### src/rtl/uart_tx_mmio.sv
// uart_tx_mmio: memory-mapped UART transmitter on the cpu data bus.
// TXDATA at BASE_ADDR pushes a byte into a small FIFO; STATUS at BASE_ADDR+1
// reads {3'b0, parity_built, overflow, fifo_empty, fifo_full, busy} and a
// write to it clears overflow. Frames are 8N1, LSB first, on a registered tx.
// Optional build macro UART_TX_PARITY_EN adds an even-parity bit before stop.
//
// state  | meaning
// IDLE   | line high, waiting for the FIFO to hold a byte
// START  | start bit (tx low)
// DATA   | eight data bits, LSB first
// PARITY | even parity over the data bits (UART_TX_PARITY_EN only)
// STOP   | stop bit (tx high); next byte may start without a gap
module uart_tx_mmio #(
  parameter logic [15:0] BASE_ADDR    = 16'hFF00,
  parameter int unsigned CLKS_PER_BIT = 434,
  parameter int unsigned FIFO_AW      = 2
) (
  input  logic        clk,
  input  logic        rst,
  input  logic [15:0] addr,
  input  logic [7:0]  wdata,
  input  logic        we,
  output logic [7:0]  rdata,
  output logic        sel,
  output logic        tx
);

  localparam logic [15:0]      STATUS_ADDR = BASE_ADDR + 16'd1;
  localparam logic [15:0]      BAUD_RELOAD = 16'(CLKS_PER_BIT - 1);
  localparam logic [FIFO_AW:0] DEPTH       = {1'b1, {FIFO_AW{1'b0}}};

`ifdef UART_TX_PARITY_EN
  localparam logic PARITY_BUILT = 1'b1;
  typedef enum logic [2:0] {S_IDLE, S_START, S_DATA, S_PARITY, S_STOP} state_e;
`else
  localparam logic PARITY_BUILT = 1'b0;
  typedef enum logic [2:0] {S_IDLE, S_START, S_DATA, S_STOP} state_e;
`endif

  state_e             state_q, state_d;
  logic [15:0]        baud_q, baud_d;
  logic [2:0]         bit_idx_q, bit_idx_d;
  logic [7:0]         shift_q, shift_d;
  logic               tx_q, tx_d;
`ifdef UART_TX_PARITY_EN
  logic               parity_q, parity_d;
`endif
  logic [7:0]         mem_q [2**FIFO_AW];
  logic [FIFO_AW-1:0] wr_ptr_q, wr_ptr_d, rd_ptr_q, rd_ptr_d;
  logic [FIFO_AW:0]   count_q, count_d;
  logic               ovf_q, ovf_d;
  logic [7:0]         rdata_q, rdata_d;
  logic               sel_q, sel_d;

  logic       fifo_empty, fifo_full, pop, push, push_req, ovf_set;
  logic [7:0] status;

  assign fifo_empty = (count_q == '0);
  assign fifo_full  = (count_q == DEPTH);
  assign status     = {3'b000, PARITY_BUILT, ovf_q, fifo_empty, fifo_full, state_q != S_IDLE};

  // Transmit FSM: next state, baud counter, shifter and line level.
  always_comb begin
    state_d   = state_q;
    baud_d    = baud_q;
    bit_idx_d = bit_idx_q;
    shift_d   = shift_q;
    tx_d      = tx_q;
    pop       = 1'b0;
`ifdef UART_TX_PARITY_EN
    parity_d  = parity_q;
`endif
    case (state_q)
      S_IDLE: begin
        if (!fifo_empty) begin
          pop     = 1'b1;
          shift_d = mem_q[rd_ptr_q];
          tx_d    = 1'b0;
          baud_d  = BAUD_RELOAD;
          state_d = S_START;
`ifdef UART_TX_PARITY_EN
          parity_d = ^mem_q[rd_ptr_q];
`endif
        end
      end
      S_START: begin
        if (baud_q == 16'd0) begin
          tx_d      = shift_q[0];
          shift_d   = {1'b0, shift_q[7:1]};
          bit_idx_d = 3'd0;
          baud_d    = BAUD_RELOAD;
          state_d   = S_DATA;
        end else begin
          baud_d = baud_q - 16'd1;
        end
      end
      S_DATA: begin
        if (baud_q == 16'd0) begin
          baud_d = BAUD_RELOAD;
          if (bit_idx_q == 3'd7) begin
`ifdef UART_TX_PARITY_EN
            tx_d    = parity_q;
            state_d = S_PARITY;
`else
            tx_d    = 1'b1;
            state_d = S_STOP;
`endif
          end else begin
            tx_d      = shift_q[0];
            shift_d   = {1'b0, shift_q[7:1]};
            bit_idx_d = bit_idx_q + 3'd1;
          end
        end else begin
          baud_d = baud_q - 16'd1;
        end
      end
`ifdef UART_TX_PARITY_EN
      S_PARITY: begin
        if (baud_q == 16'd0) begin
          tx_d    = 1'b1;
          baud_d  = BAUD_RELOAD;
          state_d = S_STOP;
        end else begin
          baud_d = baud_q - 16'd1;
        end
      end
`endif
      S_STOP: begin
        if (baud_q == 16'd0) begin
          if (!fifo_empty) begin
            // back-to-back frame: no idle cycle between stop and start
            pop     = 1'b1;
            shift_d = mem_q[rd_ptr_q];
            tx_d    = 1'b0;
            baud_d  = BAUD_RELOAD;
            state_d = S_START;
`ifdef UART_TX_PARITY_EN
            parity_d = ^mem_q[rd_ptr_q];
`endif
          end else begin
            state_d = S_IDLE;
          end
        end else begin
          baud_d = baud_q - 16'd1;
        end
      end
      default: state_d = S_IDLE;
    endcase
  end

  // FIFO bookkeeping, overflow flag and registered bus read path.
  always_comb begin
    push_req = we && (addr == BASE_ADDR);
    push     = push_req && (!fifo_full || pop);
    ovf_set  = push_req && fifo_full && !pop;
    wr_ptr_d = push ? wr_ptr_q + 1'b1 : wr_ptr_q;
    rd_ptr_d = pop ? rd_ptr_q + 1'b1 : rd_ptr_q;
    case ({push, pop})
      2'b10:   count_d = count_q + 1'b1;
      2'b01:   count_d = count_q - 1'b1;
      default: count_d = count_q;
    endcase
    // a simultaneous overflow outranks the clear
    if (ovf_set)                          ovf_d = 1'b1;
    else if (we && (addr == STATUS_ADDR)) ovf_d = 1'b0;
    else                                  ovf_d = ovf_q;
    sel_d   = (addr == BASE_ADDR) || (addr == STATUS_ADDR);
    rdata_d = (addr == STATUS_ADDR) ? status : 8'h00;
  end

  // State register with synchronous reset; reset aborts any frame in flight.
  always_ff @(posedge clk) begin
    if (rst) begin
      state_q   <= S_IDLE;
      baud_q    <= 16'd0;
      bit_idx_q <= 3'd0;
      shift_q   <= 8'h00;
      tx_q      <= 1'b1;
`ifdef UART_TX_PARITY_EN
      parity_q  <= 1'b0;
`endif
      wr_ptr_q  <= '0;
      rd_ptr_q  <= '0;
      count_q   <= '0;
      ovf_q     <= 1'b0;
      rdata_q   <= 8'h00;
      sel_q     <= 1'b0;
    end else begin
      state_q   <= state_d;
      baud_q    <= baud_d;
      bit_idx_q <= bit_idx_d;
      shift_q   <= shift_d;
      tx_q      <= tx_d;
`ifdef UART_TX_PARITY_EN
      parity_q  <= parity_d;
`endif
      wr_ptr_q  <= wr_ptr_d;
      rd_ptr_q  <= rd_ptr_d;
      count_q   <= count_d;
      ovf_q     <= ovf_d;
      rdata_q   <= rdata_d;
      sel_q     <= sel_d;
    end
  end

  // FIFO storage; contents need no reset because the pointers are cleared.
  always_ff @(posedge clk) begin
    if (push) mem_q[wr_ptr_q] <= wdata;
  end

  assign rdata = rdata_q;
  assign sel   = sel_q;
  assign tx    = tx_q;

endmodule

### config.mk
export PLATFORM = sky130hd
export DESIGN_NAME = uart_tx_mmio
export DESIGN_NICKNAME = d
export VERILOG_FILES = /design/src/rtl/uart_tx_mmio.sv
export SDC_FILE = /design/constraint.sdc
export NUM_CORES = 1
export LEC_CHECK = 0
export CAP_MARGIN = 20
export CELL_PAD_IN_SITES_DETAIL_PLACEMENT = 2
export CELL_PAD_IN_SITES_GLOBAL_PLACEMENT = 2
export CORE_MARGIN = 1.5
export CORE_UTILIZATION = 30
export CTS_BUF_LIST = sky130_fd_sc_hd__clkbuf_4 sky130_fd_sc_hd__clkbuf_8
export DETAILED_ROUTE_END_ITERATION = 12
export PLACE_DENSITY = 0.62
export SLEW_MARGIN = 20
export SYNTH_ARGS = -nofsm -noshare
export SYNTH_HDL_FRONTEND = slang
export SYNTH_SLANG_ARGS = --single-unit
### constraint.sdc
create_clock -name clk -period 8.62 [get_ports clk]
set_input_delay 1.724 -clock clk [delete_from_list [all_inputs] [get_ports clk]]
set_output_delay 1.724 -clock clk [all_outputs]
set_load 0.01 [all_outputs]
==> flow_metrics.env <==
export IMPL_hold_class="flip-flop to flip-flop"
export IMPL_powerDensity_nw_per_um2=331
export IMPL_synth_top_family_by_area="simple AND/OR/NAND/NOR gates"
export IMPL_synth_async_reset_ratio_pct=0
export IMPL_core_um2=12200
export IMPL_viasPerCell=5.04
export IMPL_hold_slack_ns=0.481
export IMPL_start_kind="primary input"
export IMPL_grt_util_all_layers_pct=16.5
export IMPL_yosysSeqAreaShare_pct=49.2
export IMPL_rrSetupSlack_ns=5.46
export IMPL_cp_data_arrival_time_ns=4.45
export IMPL_tightestPinTransition_ns=0.686
export IMPL_cts_resized=0
export IMPL_min_path_cells=2
export IMPL_dpl_cell_count=543
export IMPL_drt_total_wl_um=10100
export IMPL_fill_cells=1291
export IMPL_rsz0062_at_grt="false"
export IMPL_clock_skew_ns=0.0115
export IMPL_start_util_pct=31.1
export IMPL_clk_latency_ns=0.38
export IMPL_cts_sinks=77
export IMPL_crit_fanout=8
export IMPL_h_tree_depth=3
export IMPL_finalHoldViolCount=0
export IMPL_final_cells=559
export IMPL_fin_util_pct=36.7
export IMPL_end_kind="flip-flop"
export IMPL_outcome="completed"
export IMPL_ff_latch_area_um2=1860
export IMPL_final_common_cell="dfxtp_1"
export IMPL_fmax_mhz=227
export IMPL_setup_worst_path_class="primary input to flip-flop"
export IMPL_power_leakage_nw=1.55
export IMPL_route_detailed_drc=0
export IMPL_root_buffer="clkbuf_8"
export IMPL_synth_main_ff_cell="dfxtp_1"
export IMPL_die_w_um=115
export IMPL_setup_worst_path_start="addr[1]"
export IMPL_fin_nets=428
export IMPL_finalCriticalPeriod_ns=4.41
export IMPL_muxShareOfSynthArea_pct=8.52
export IMPL_hpwl_um=7430
export IMPL_cts_made_buffers=9
export IMPL_setup_viol=0
export IMPL_drt_iter0_drc=101
export IMPL_antenna_found_initial=0
export IMPL_synth_xor_area_share_pct=1.39
export IMPL_worst_r2r_cell_count=9
export IMPL_place_area_um2=4260
export IMPL_grt_pass1_wl_um=16300
export IMPL_r2r_start="state_q[0]"
export IMPL_stdcell_area_um2=4460
export IMPL_yosys_warnings=0
export IMPL_clockBufferDepth=2
export IMPL_synth_area_um2=3790
export IMPL_min_to="baud_q[12]"
export IMPL_slew_viol_final=0
export IMPL_synthAdderAreaFrac_pct=5.15
export IMPL_io_pins=37
export IMPL_worstPathRequired_ns=8.65
export IMPL_first_pass_iters=4
export IMPL_dieArea_um2=13300
export IMPL_post_cts_setup_buffers=0
export IMPL_min_from="baud_q[12]"
export IMPL_max_cap_viol_count=0
export IMPL_syn_inst=354
export IMPL_multi_input_area_um2=1810
export IMPL_synth_simple_area_share_pct=19.3
export IMPL_grt_overflow_total=0
export IMPL_std_cell_rows=40
export IMPL_mostFrequentLayoutCells="dfxtp_1 (45), nor2_1 (36), clkdlybuf4s50_1 (32), edfxtp_1 (32), a21oi_1 (19)"
export IMPL_die_y_um=115
export IMPL_detail_route_antenna_nets=0
export IMPL_peakVddDrop_uv=106
export IMPL_grt_pass1_vias=3067
export IMPL_timing_rr_end="count_q[2]"
export IMPL_max_slew_margin_rel_pct=53.9
export IMPL_area_growth_pct=17.8
export IMPL_avgSynthCellArea_um2=10.7
export IMPL_diodes=0
export IMPL_cts_tree="built"
export IMPL_drive_gt1_share_pct=10.7
export IMPL_gp_congestion=0.761
export IMPL_numPortBuffers=32
export IMPL_final_setup_tns_ns=0
export IMPL_ys_ff_latch=77
export IMPL_ys_types=61
export IMPL_wl_per_cell_um=18.1
export IMPL_grt_max_degree=41
export IMPL_synth_compound_area_share_pct=13.1
export IMPL_period_share_pct=51.2
export IMPL_cts_hold_buf=0
export IMPL_clk_pin_slew_worst_paths_ns=0.08
export IMPL_vias=2817
export IMPL_synth_edf_count=32
[worst max-delay path, cell delays in order]
cell,delay [ns]
clkdlybuf4s50_1,0.39
or4b_2,0.71
nor4_1,0.53
nor2b_1,0.30
o31a_1,0.35
and2_1,0.44
[stage by stage]
stage | worst slack (ns) | power [mW]
after floorplan | 4.64 | 1.02
after global placement | 3.92 | 1.19
after detailed placement | 3.83 | 1.20
after CTS | 4.22 | 1.50
after global routing | 4.03 | 1.60
final | 4.21 | 1.48
[how the worst max path moves through the flow]
stage	depth (start not counted)	endpoint	slack, ns
global placement	6	mem_q[0][3]	3.92
finish	6	mem_q[0][3]	4.21
floorplan	7	count_q[2]	4.64
CTS	6	mem_q[0][3]	4.22
detailed placement	6	mem_q[0][3]	3.83
global route	6	mem_q[1][3]	4.03
[final cells by class]
| type | instances | share of cell area [%] |
|---|---|---|
| flip-flops and latches | 77 | 41.7 |
| multi-input cells | 253 | 40.6 |
| repair buffers | 34 | 7.52 |
| well taps | 168 | 4.71 |
| clock buffers | 9 | 2.78 |
| clock inverters | 7 | 1.74 |
| inverters | 11 | 0.925 |
[logic make-up (layout without fill, tap and decap cells)]
family / after synthesis / in the layout
AOI/OAI and AO/OA: 74 / 74
xor gates and xnor gates: 6 / 6
adders and majority gates: 15 / 15
buffers and inverters: 27 / 61
DFF: 77 / 77
muxes: 22 / 22
other: 1 / 4
and+or+nand+nor: 132 / 132
[layer usage]
metal / GRT usage (%) / vias to the layer above / wire length, um
li1: - / 1354 / -
met1: 21.9 / 1403 / 4870
met3: 4.27 / 12 / 432
met5: 0 / - / 0
met2: 25.8 / 48 / 4680
met4: 6.42 / 0 / 158
[power breakdown]
group,leakage [nW],switching [mW],internal (mW)
clock network,0.103,0.152,0.138
logic,0.790,0.431,0.283
registers,0.654,0.0506,0.423
[state kept, by name, summed over array words and instances, names as in the netlist, named ones only]
name       cells
baud_q        16
bit_idx_q      3
count_q        3
mem_q         32
ovf_q          1
rd_ptr_q       2
rdata          4
sel            1
shift_q        8
state_q        2
tx             1
wr_ptr_q       2
[cell usage after synthesis (4+ instances only)]
| library cell | instances | area share (%) |
|---|---|---|
| a211oi_1 | 10 | 2.0 |
| a21oi_1 | 19 | 2.5 |
| and2_1 | 9 | 1.5 |
| buf_4 | 4 | 0.79 |
| clkbuf_1 | 10 | 0.99 |
| dfxtp_1 | 45 | 24 |
| edfxtp_1 | 32 | 25 |
| ha_1 | 14 | 4.6 |
| inv_1 | 11 | 1.1 |
| mux2i_1 | 12 | 3.2 |
| mux4_2 | 8 | 4.8 |
| nand2_1 | 16 | 1.6 |
| nand2b_1 | 6 | 0.99 |
| nand3_1 | 7 | 0.92 |
| nand3b_1 | 4 | 0.79 |
| nor2_1 | 36 | 3.6 |
| nor2b_1 | 10 | 1.7 |
| nor3_1 | 11 | 1.5 |
| nor4_1 | 5 | 0.83 |
| o21ai_0 | 18 | 2.4 |
| o22ai_1 | 4 | 0.66 |
| or3_1 | 4 | 0.66 |
| xnor2_1 | 4 | 0.92 |
No activity file was read; power rests on OpenSTA's default activity.
